## src/rtl/hdmi_audio_sample_packetizer_pkg.sv

```systemverilog
// Shared types and constants for the HDMI audio sample packetizer.
// The file also holds the IEC 60958 parity and subpacket assembly helpers.
package hdmi_audio_pkg;

  localparam logic [7:0] AUDIO_SAMPLE_PACKET_TYPE = 8'h02;
  localparam int         CS_BLOCK_FRAMES          = 192;
  localparam int         CS_COPYRIGHT_BIT         = 2;
  localparam int         CS_CATEGORY_OFFSET       = 8;
  localparam int         CS_CHANNEL_OFFSET        = 20;
  localparam int         CS_FREQ_OFFSET           = 24;
  localparam int         CS_WORD_LENGTH_OFFSET    = 32;
  localparam logic [3:0] CHANNEL_LEFT             = 4'd1;
  localparam logic [3:0] CHANNEL_RIGHT            = 4'd2;

  typedef logic [55:0] subpacket_t;
  typedef logic [23:0] header_t;

  typedef enum logic [0:0] {
    COLLECT = 1'b0,
    HOLD    = 1'b1
  } packetizerState_t;

  // Even parity: the 24 sample bits, V, U, C and P together XOR to zero.
  function automatic logic iecParity(input logic [23:0] sample, input logic v,
                                     input logic u, input logic c);
    return ^{sample, v, u, c};
  endfunction

  // SB6 = {P.R, C.R, U.R, V.R, P.L, C.L, U.L, V.L}; V and U are always 0.
  function automatic subpacket_t buildSubpacket(input logic [15:0] left, input logic [15:0] right,
                                                input logic csLeft, input logic csRight);
    logic [23:0] leftWord;
    logic [23:0] rightWord;
    logic [3:0]  leftFlags;
    logic [3:0]  rightFlags;
    leftWord   = {left, 8'h00};
    rightWord  = {right, 8'h00};
    leftFlags  = {iecParity(leftWord, 1'b0, 1'b0, csLeft), csLeft, 1'b0, 1'b0};
    rightFlags = {iecParity(rightWord, 1'b0, 1'b0, csRight), csRight, 1'b0, 1'b0};
    return {rightFlags, leftFlags, rightWord, leftWord};
  endfunction

endpackage

```

## src/rtl/hdmi_audio_sample_packetizer_if.sv

```systemverilog
// FIFO read side and packet output handshake of the audio sample packetizer.
// The master modport is the packetizer's view; the slave modport is the view of the FIFO and scheduler.
interface hdmi_audio_sample_packetizer_if;
  import hdmi_audio_pkg::*;

  logic        sampleFifoEmpty;
  logic [31:0] sampleFifoReadData;
  logic        sampleFifoReadEnable;
  logic        packetValid;
  logic        packetReady;
  header_t     packetHeader;
  subpacket_t  packetSubpacket0;
  subpacket_t  packetSubpacket1;
  subpacket_t  packetSubpacket2;
  subpacket_t  packetSubpacket3;

  modport master (
    input  sampleFifoEmpty, sampleFifoReadData, packetReady,
    output sampleFifoReadEnable, packetValid, packetHeader,
    output packetSubpacket0, packetSubpacket1, packetSubpacket2, packetSubpacket3
  );

  modport slave (
    output sampleFifoEmpty, sampleFifoReadData, packetReady,
    input  sampleFifoReadEnable, packetValid, packetHeader,
    input  packetSubpacket0, packetSubpacket1, packetSubpacket2, packetSubpacket3
  );
endinterface

```

## src/rtl/hdmi_audio_sample_packetizer_cs.sv

```systemverilog
// Combinational lookup of one IEC 60958 consumer channel-status bit for a given frame of the 192-frame block.
module iec60958_channel_status_bit
  import hdmi_audio_pkg::*;
(
  input  logic [7:0] frameIndex,
  input  logic [3:0] channel,
  input  logic [7:0] category,
  input  logic [3:0] samplingFreq,
  input  logic [3:0] wordLength,
  output logic       csBit
);

  logic [2:0] categoryIdx;
  logic [1:0] channelIdx;
  logic [1:0] freqIdx;
  logic [1:0] wordLengthIdx;

  assign categoryIdx   = 3'(frameIndex - 8'(CS_CATEGORY_OFFSET));
  assign channelIdx    = 2'(frameIndex - 8'(CS_CHANNEL_OFFSET));
  assign freqIdx       = 2'(frameIndex - 8'(CS_FREQ_OFFSET));
  assign wordLengthIdx = 2'(frameIndex - 8'(CS_WORD_LENGTH_OFFSET));

  // Field decode; every multi-bit field is sent LSB first.
  always_comb begin
    csBit = 1'b0;
    if (frameIndex == 8'(CS_COPYRIGHT_BIT)) begin
      csBit = 1'b1;
    end else if (frameIndex >= 8'(CS_CATEGORY_OFFSET) && frameIndex < 8'(CS_CATEGORY_OFFSET + 8)) begin
      csBit = category[categoryIdx];
    end else if (frameIndex >= 8'(CS_CHANNEL_OFFSET) && frameIndex < 8'(CS_CHANNEL_OFFSET + 4)) begin
      csBit = channel[channelIdx];
    end else if (frameIndex >= 8'(CS_FREQ_OFFSET) && frameIndex < 8'(CS_FREQ_OFFSET + 4)) begin
      csBit = samplingFreq[freqIdx];
    end else if (frameIndex >= 8'(CS_WORD_LENGTH_OFFSET) && frameIndex < 8'(CS_WORD_LENGTH_OFFSET + 4)) begin
      csBit = wordLength[wordLengthIdx];
    end else begin
      csBit = 1'b0;
    end
  end

endmodule

```

## src/rtl/hdmi_audio_sample_packetizer.sv

```systemverilog
// Assembles stereo 16-bit samples from a first-word-fall-through FIFO into HDMI Audio Sample Packets.
// Each packet carries up to MAX_SAMPLES IEC 60958 frames and is handed downstream over valid/ready.
module hdmi_audio_sample_packetizer
  import hdmi_audio_pkg::*;
#(
  parameter int MAX_SAMPLES = 4
) (
  input  logic                                  pixelClock,
  input  logic                                  reset,
  hdmi_audio_sample_packetizer_if.master        audioBus,
  input  logic                                  flush,
  input  logic [7:0]                            spdifCategoryCode,
  input  logic [3:0]                            spdifSamplingFreq,
  input  logic [3:0]                            spdifWordLength
);

  localparam logic [2:0] MAX_COUNT = 3'(MAX_SAMPLES);

  packetizerState_t state;
  packetizerState_t nextState;
  logic [2:0]       count;
  logic [2:0]       postCount;
  logic [7:0]       frameIndex;
  logic [7:0]       nextFrameIndex;
  header_t          header;
  subpacket_t       subpackets [0:3];
  logic             pop;
  logic             holding;
  logic             csLeft;
  logic             csRight;

  iec60958_channel_status_bit leftStatus (
    .frameIndex   (frameIndex),
    .channel      (CHANNEL_LEFT),
    .category     (spdifCategoryCode),
    .samplingFreq (spdifSamplingFreq),
    .wordLength   (spdifWordLength),
    .csBit        (csLeft)
  );

  iec60958_channel_status_bit rightStatus (
    .frameIndex   (frameIndex),
    .channel      (CHANNEL_RIGHT),
    .category     (spdifCategoryCode),
    .samplingFreq (spdifSamplingFreq),
    .wordLength   (spdifWordLength),
    .csBit        (csRight)
  );

  // State register.
  always_ff @(posedge pixelClock or posedge reset) begin
    if (reset) begin
      state <= COLLECT;
    end else begin
      state <= nextState;
    end
  end

  // Next state: close on a full packet or on flush with something collected.
  always_comb begin
    nextState = state;
    case (state)
      COLLECT: begin
        if ((pop && postCount == MAX_COUNT) || (flush && postCount != 3'd0)) begin
          nextState = HOLD;
        end else begin
          nextState = COLLECT;
        end
      end
      HOLD: begin
        if (audioBus.packetReady) begin
          nextState = COLLECT;
        end else begin
          nextState = HOLD;
        end
      end
      default: nextState = COLLECT;
    endcase
  end

  // Outputs: the pop strobe is held off during reset so nothing is lost from the FIFO.
  always_comb begin
    pop     = 1'b0;
    holding = 1'b0;
    case (state)
      COLLECT: begin
        if (!reset && !audioBus.sampleFifoEmpty && count < MAX_COUNT) begin
          pop = 1'b1;
        end else begin
          pop = 1'b0;
        end
      end
      HOLD:    holding = 1'b1;
      default: pop = 1'b0;
    endcase
  end

  // Post-pop count and frame index (wraps at the end of the channel-status block).
  always_comb begin
    postCount = count + {2'b00, pop};
    if (frameIndex == 8'(CS_BLOCK_FRAMES - 1)) begin
      nextFrameIndex = 8'd0;
    end else begin
      nextFrameIndex = frameIndex + 8'd1;
    end
  end

  // Packet contents; frameIndex survives packet transfer and flush.
  always_ff @(posedge pixelClock or posedge reset) begin
    if (reset) begin
      count      <= 3'd0;
      frameIndex <= 8'd0;
      header     <= 24'h000000;
      for (int k = 0; k < 4; k++) begin
        subpackets[k] <= 56'h0;
      end
    end else if (state == HOLD) begin
      if (audioBus.packetReady) begin
        count  <= 3'd0;
        header <= 24'h000000;
        for (int k = 0; k < 4; k++) begin
          subpackets[k] <= 56'h0;
        end
      end
    end else if (pop) begin
      subpackets[count[1:0]] <= buildSubpacket(audioBus.sampleFifoReadData[31:16],
                                               audioBus.sampleFifoReadData[15:0], csLeft, csRight);
      count                        <= postCount;
      frameIndex                   <= nextFrameIndex;
      header[7:0]                  <= AUDIO_SAMPLE_PACKET_TYPE;
      header[{3'b010, count[1:0]}] <= 1'b1;
      if (frameIndex == 8'd0) begin
        header[{3'b101, count[1:0]}] <= 1'b1;
      end
    end
  end

  assign audioBus.sampleFifoReadEnable = pop;
  assign audioBus.packetValid          = holding;
  assign audioBus.packetHeader         = header;
  assign audioBus.packetSubpacket0     = subpackets[0];
  assign audioBus.packetSubpacket1     = subpackets[1];
  assign audioBus.packetSubpacket2     = subpackets[2];
  assign audioBus.packetSubpacket3     = subpackets[3];

endmodule

```

## src/flat_wrapper.sv

```systemverilog
// flat-port wrapper written by rule: the top's interface ports become plain ports
module hdmi_audio_sample_packetizer_flat import hdmi_audio_pkg::*;
#(
  parameter int MAX_SAMPLES = 4
)
  (pixelClock, reset, flush, spdifCategoryCode, spdifSamplingFreq, spdifWordLength, audioBus_sampleFifoEmpty, audioBus_sampleFifoReadData, audioBus_packetReady, audioBus_sampleFifoReadEnable, audioBus_packetValid, audioBus_packetHeader, audioBus_packetSubpacket0, audioBus_packetSubpacket1, audioBus_packetSubpacket2, audioBus_packetSubpacket3);
  hdmi_audio_sample_packetizer_if audioBus_i ();
  input  logic pixelClock;
  input  logic reset;
  input  logic flush;
  input  logic [7:0] spdifCategoryCode;
  input  logic [3:0] spdifSamplingFreq;
  input  logic [3:0] spdifWordLength;
  input wire logic [$bits(audioBus_i.sampleFifoEmpty)-1:0] audioBus_sampleFifoEmpty;
  input wire logic [$bits(audioBus_i.sampleFifoReadData)-1:0] audioBus_sampleFifoReadData;
  input wire logic [$bits(audioBus_i.packetReady)-1:0] audioBus_packetReady;
  output wire logic [$bits(audioBus_i.sampleFifoReadEnable)-1:0] audioBus_sampleFifoReadEnable;
  output wire logic [$bits(audioBus_i.packetValid)-1:0] audioBus_packetValid;
  output wire logic [$bits(audioBus_i.packetHeader)-1:0] audioBus_packetHeader;
  output wire logic [$bits(audioBus_i.packetSubpacket0)-1:0] audioBus_packetSubpacket0;
  output wire logic [$bits(audioBus_i.packetSubpacket1)-1:0] audioBus_packetSubpacket1;
  output wire logic [$bits(audioBus_i.packetSubpacket2)-1:0] audioBus_packetSubpacket2;
  output wire logic [$bits(audioBus_i.packetSubpacket3)-1:0] audioBus_packetSubpacket3;
  assign audioBus_i.sampleFifoEmpty = audioBus_sampleFifoEmpty;
  assign audioBus_i.sampleFifoReadData = audioBus_sampleFifoReadData;
  assign audioBus_i.packetReady = audioBus_packetReady;
  assign audioBus_sampleFifoReadEnable = audioBus_i.sampleFifoReadEnable;
  assign audioBus_packetValid = audioBus_i.packetValid;
  assign audioBus_packetHeader = audioBus_i.packetHeader;
  assign audioBus_packetSubpacket0 = audioBus_i.packetSubpacket0;
  assign audioBus_packetSubpacket1 = audioBus_i.packetSubpacket1;
  assign audioBus_packetSubpacket2 = audioBus_i.packetSubpacket2;
  assign audioBus_packetSubpacket3 = audioBus_i.packetSubpacket3;
  hdmi_audio_sample_packetizer #(.MAX_SAMPLES(MAX_SAMPLES)) u_core (.pixelClock(pixelClock), .reset(reset), .audioBus(audioBus_i), .flush(flush), .spdifCategoryCode(spdifCategoryCode), .spdifSamplingFreq(spdifSamplingFreq), .spdifWordLength(spdifWordLength));
endmodule
```

## config.mk

```make
export PLATFORM = sky130hd
export DESIGN_NAME = hdmi_audio_sample_packetizer_flat
export DESIGN_NICKNAME = d
export VERILOG_FILES = /design/src/rtl/hdmi_audio_sample_packetizer_pkg.sv /design/src/rtl/hdmi_audio_sample_packetizer_if.sv /design/src/rtl/hdmi_audio_sample_packetizer_cs.sv /design/src/rtl/hdmi_audio_sample_packetizer.sv /design/src/flat_wrapper.sv
export SDC_FILE = /design/constraint.sdc
export NUM_CORES = 1
export LEC_CHECK = 0
export CORE_ASPECT_RATIO = 0.8
export CORE_MARGIN = 5
export CORE_UTILIZATION = 55
export CTS_BUF_LIST = sky130_fd_sc_hd__clkbuf_4 sky130_fd_sc_hd__clkbuf_8
export CTS_CLUSTER_SIZE = 10
export DETAILED_ROUTE_END_ITERATION = 8
export DONT_BUFFER_PORTS = 1
export PLACE_DENSITY_LB_ADDON = 0.08
export RECOVER_POWER = 50
export SKIP_CTS_REPAIR_TIMING = 1
export SYNTH_ARGS = -nofsm -noshare
export SYNTH_HDL_FRONTEND = slang
export SYNTH_SLANG_ARGS = --single-unit
export TNS_END_PERCENT = 5
```

## constraint.sdc

```tcl
create_clock -name pixelClock -period 11.8 [get_ports pixelClock]
set_input_delay 2.36 -clock pixelClock [delete_from_list [all_inputs] [get_ports pixelClock]]
set_output_delay 2.36 -clock pixelClock [all_outputs]
set_load 0.02 [all_outputs]
```

==> metrics.csv <==
stage,metric,value,unit
placement,Setup WS pre-CTS,5.949,ns
clock_network,TritonCTS buffer count,17,
power,leak pwr,4.237,nW
setup_path,Top Family by Delay on Critical Path,simple AND/OR/NAND/NOR gates,
run_status,status,finished with violations,
clock_network,H-tree levels,4,
setup_path,Arrival @ worst endpoint,3.72,ns
route,DR WL met2,9.268,mm
clock_network,Longest Clk Path Bufs,2,
run_status,failing checks,"max-capacitance violations, max-slew violations",
global_route,global-route wire length before repair,31.38,mm
sta,Final Cycle Share,0.5156,
setup_path,crit path buf inv count,1,
finish,# diodes,0,
route,met1 wire length,8.650,mm
setup_path,WS Path Type,in2out,
synth,top post-synthesis cells by area,"dfrtp_1 (52%), nand2_1 (14%), buf_4 (9.0%)",
flow_run,max-cap viol count,1,
route,drt first pass iters,5,
power,Tot Pwr,0.001783,W
clock_network,clk sink count,165,
finish,Seq. cell area,4129,um^2
finish,area of the multi-input gates,3168,um^2
min_path,Hold/Removal Path Class,reg2reg,
sta,Final Skew,0.01521,ns
synth,ys flop type,dfrtp_1,
power,Max VDD drop,0.1753,mV
setup_path,Critical Path RT,9.44,ns
setup_path,critical path cell sequence,or4_1 -> inv_1,
synth,synthesized cell area,7898,um^2
sta,Setup TNS Final,0,ns
route,via count,5619,
floorplan,Core ar.,14200,um^2
finish,filler instances,1282,
finish,"Design Area, Final",8070,um^2
floorplan,row count,39,
global_route,GRT Total Usage,0.2450,
synth,"Avg Cell Area, Syn",8.884,um^2
global_route,vias in the first global route,5481,
synth,"Seq/Total Area, Yosys",0.5228,
power,pwr/cell area,220.9,nW/um^2
route,"antenna viol nets, final",0,
placement,Port Buf Inserts,0,
sta,Rel. slew slack,-1.787,
sta,pins over their slew limit,93,
setup_path,CP peak stage delay,0.70,ns
floorplan,initial core utilization,0.5562,
sta,RSZ-0062 raised after global routing,no,
synth,"EDFF count, synth",0,
route,Detail Route met3 WL,2.259,mm
setup_path,Worst path slowest cell,or4_1,
synth,Netlist cell types,42,
floorplan,Die Y,117.2,um
clock_network,Root Driver,clkbuf_8,
placement,placed inst area,7622,um^2
setup_path,Reg2Reg Setup Slack,8.36,ns
sta,Final setup viols,0,
sta,post-route minimum period,6.084,ns
floorplan,total die area,16870,um^2
synth,top cell type's share of synthesized area,0.5228,
global_route,initial antenna violation count,0,
sta,final hold vios,0,
synth,synth warn,0,
sta,Fin Hold WS,0.5971,ns
finish,share of layout cells above drive strength 1,0.06400,
global_route,pin count of the biggest net entering global routing,93,
placement,Detail Placement HPWL,14.25,mm
route,DRT Wirelength,20.73,mm
global_route,final global-route overflow total,0,
synth,asr flop ratio synth,1.000,
synth,"flops & latches, synth",165,
setup_path,CP Max Fanout,21,
sta,post-route setup slack,5.716,ns
floorplan,IO Pins,303,
route,Via density,5.306,
route,Max Used Layer,met4,
synth,Synth Instances,889,
clock_network,clock transition at the registers of the reported paths,0.08,ns
synth,Synth area leader,dfrtp_1,
sta,fmax,0.1644,GHz
route,Residual DRC,0,
clock_network,CTS tree,built,
route,routed length per placed instance,19.58,um
floorplan,die width,144.0,um
finish,Final #Nets,921,
clock_network,"Clk Latency, worst-skew pair",0.47,ns
sta,Worst-Margin Slew,4.158,ns
placement,GPL Wtd Cong,0.8100,
setup_path,Worst Setup Start Kind,input port,
setup_path,nature of the critical path endpoint,primary output,
route,1st-iter DRT viols,399,
finish,Syn-to-layout area delta,2.186,%
==> path summary, 6_finish.rpt <==
check,end,depth (start not counted),from
setup / recovery,audioBus_sampleFifoReadEnable,2,audioBus_sampleFifoEmpty
hold / removal,u_core.frameIndex[4],1,u_core.frameIndex[4]
setup reg to reg,u_core.audioBus.packetSubpacket1[14],6,u_core.state
hold reg to reg,u_core.frameIndex[4],1,u_core.frameIndex[4]
max in group asynchronous,u_core.audioBus.packetSubpacket3[32],2,reset
min in group asynchronous,u_core.audioBus.packetSubpacket1[46],1,reset
==> layer usage <==
layer	global-route usage	vias up
met2	0.3645	267
met4	0.09661	0
met1	0.3261	2707
met5	0	-
li1	-	2611
met3	0.09504	34
==> power breakdown <==
part           switching (W)  total [W]  internal [W]
Combinational       0.000264   0.000394      0.000130
Clock               0.000207   0.000464      0.000257
Sequential          0.000248   0.000924      0.000676
==> sequential cells by signal (all words and copies together) (netlist names) <==
| register | cells |
|---|---|
| u_core.audioBus.packetSubpacket2 | 36 |
| u_core.audioBus.packetSubpacket3 | 36 |
| u_core.audioBus.packetSubpacket0 | 36 |
| u_core.audioBus.packetHeader | 9 |
| u_core.count | 3 |
| u_core.frameIndex | 8 |
| u_core.audioBus.packetSubpacket1 | 36 |
| u_core.state | 1 |
==> cell usage in the layout (no fill, tap or decap), drive strengths merged <==
| cell | synthesis | layout |
|---|---|---|
| or3 | 1 | 1 |
| nand3 | 123 | 123 |
| a2111oi | 1 | 1 |
| clkbuf | 23 | 24 |
| dfrtp | 165 | 165 |
| nand4 | 3 | 3 |
| ha | 6 | 6 |
| or4 | 2 | 2 |
| xnor2 | 34 | 34 |
| clkinvlp | 0 | 2 |
| xor2 | 3 | 3 |
| or2 | 1 | 1 |
| o21ai | 44 | 44 |
| nor3 | 5 | 5 |
| a21oi | 5 | 5 |
| nor2 | 18 | 18 |
| clkinv | 0 | 3 |
| and2 | 2 | 2 |
| nor2b | 4 | 4 |
| o22ai | 1 | 1 |
| nand3b | 2 | 2 |
| a31oi | 3 | 3 |
| bufinv | 0 | 4 |
| inv | 8 | 7 |
| buf | 125 | 8 |
| nand2b | 2 | 2 |
| nand2 | 297 | 297 |
| a22o | 1 | 1 |
| and3 | 1 | 1 |
| conb | 1 | 95 |
| mux2i | 4 | 4 |
| nand4b | 1 | 1 |
| a221oi | 1 | 1 |
| mux4 | 2 | 2 |
==> worst reg2reg max path, stage by stage, from the launching register on <==
cell     delay (ns)
dfrtp_1        0.57
or4_1          0.67
inv_1          0.66
nand2_1        0.75
buf_4          0.49
nand3_1        0.12
nand2_1        0.08
==> per-stage QoR <==
| stage | cells | utilization |
|---|---|---|
| after floorplan | 983 | - |
| after global placement | 1027 | 0.5368 |
| after detailed placement | 1027 | 0.5368 |
| after CTS | 1059 | 0.5686 |
| after global routing | 1059 | 0.5683 |
| final | 1059 | 0.5683 |
==> cell families after synthesis <==
logic type / count (synthesis) / share of synthesized area
DFF: 165 / 0.5228
and+or+nand+nor: 462 / 0.2508
other: 1 / 0.0004748
AOI/OAI and AO/OA: 56 / 0.03834
adders and majority gates: 6 / 0.009505
buffers and inverters: 156 / 0.1244
xor gates and xnor gates: 37 / 0.04293
muxes: 6 / 0.01077
==> area by class of cell <==
class	instances	area share
tap	184	0.02853
clock buffer	24	0.03783
inverter	8	0.003876
sequential	165	0.5116
multi-input combinational	662	0.3926
clock inverter	8	0.01814
timing repair buffer	8	0.007442
==> cells in the mapped netlist, types with 2 or more instances <==
cell type	n
a31oi_1	3
o21ai_1	5
buf_2	20
dfrtp_1	165
mux2i_1	4
a21oi_1	5
xnor2_2	2
buf_1	8
inv_1	7
xor2_1	3
o21ai_0	39
xnor2_1	32
nor2b_1	4
nor3_1	4
mux4_2	2
buf_4	95
nand4_1	2
clkbuf_1	23
nand3_1	121
or4_1	2
nand3b_1	2
ha_1	6
buf_6	2
nand3_2	2
nand2b_1	2
nand2_1	297
and2_1	2
nor2_1	16
(Power assumes the default switching activity.)
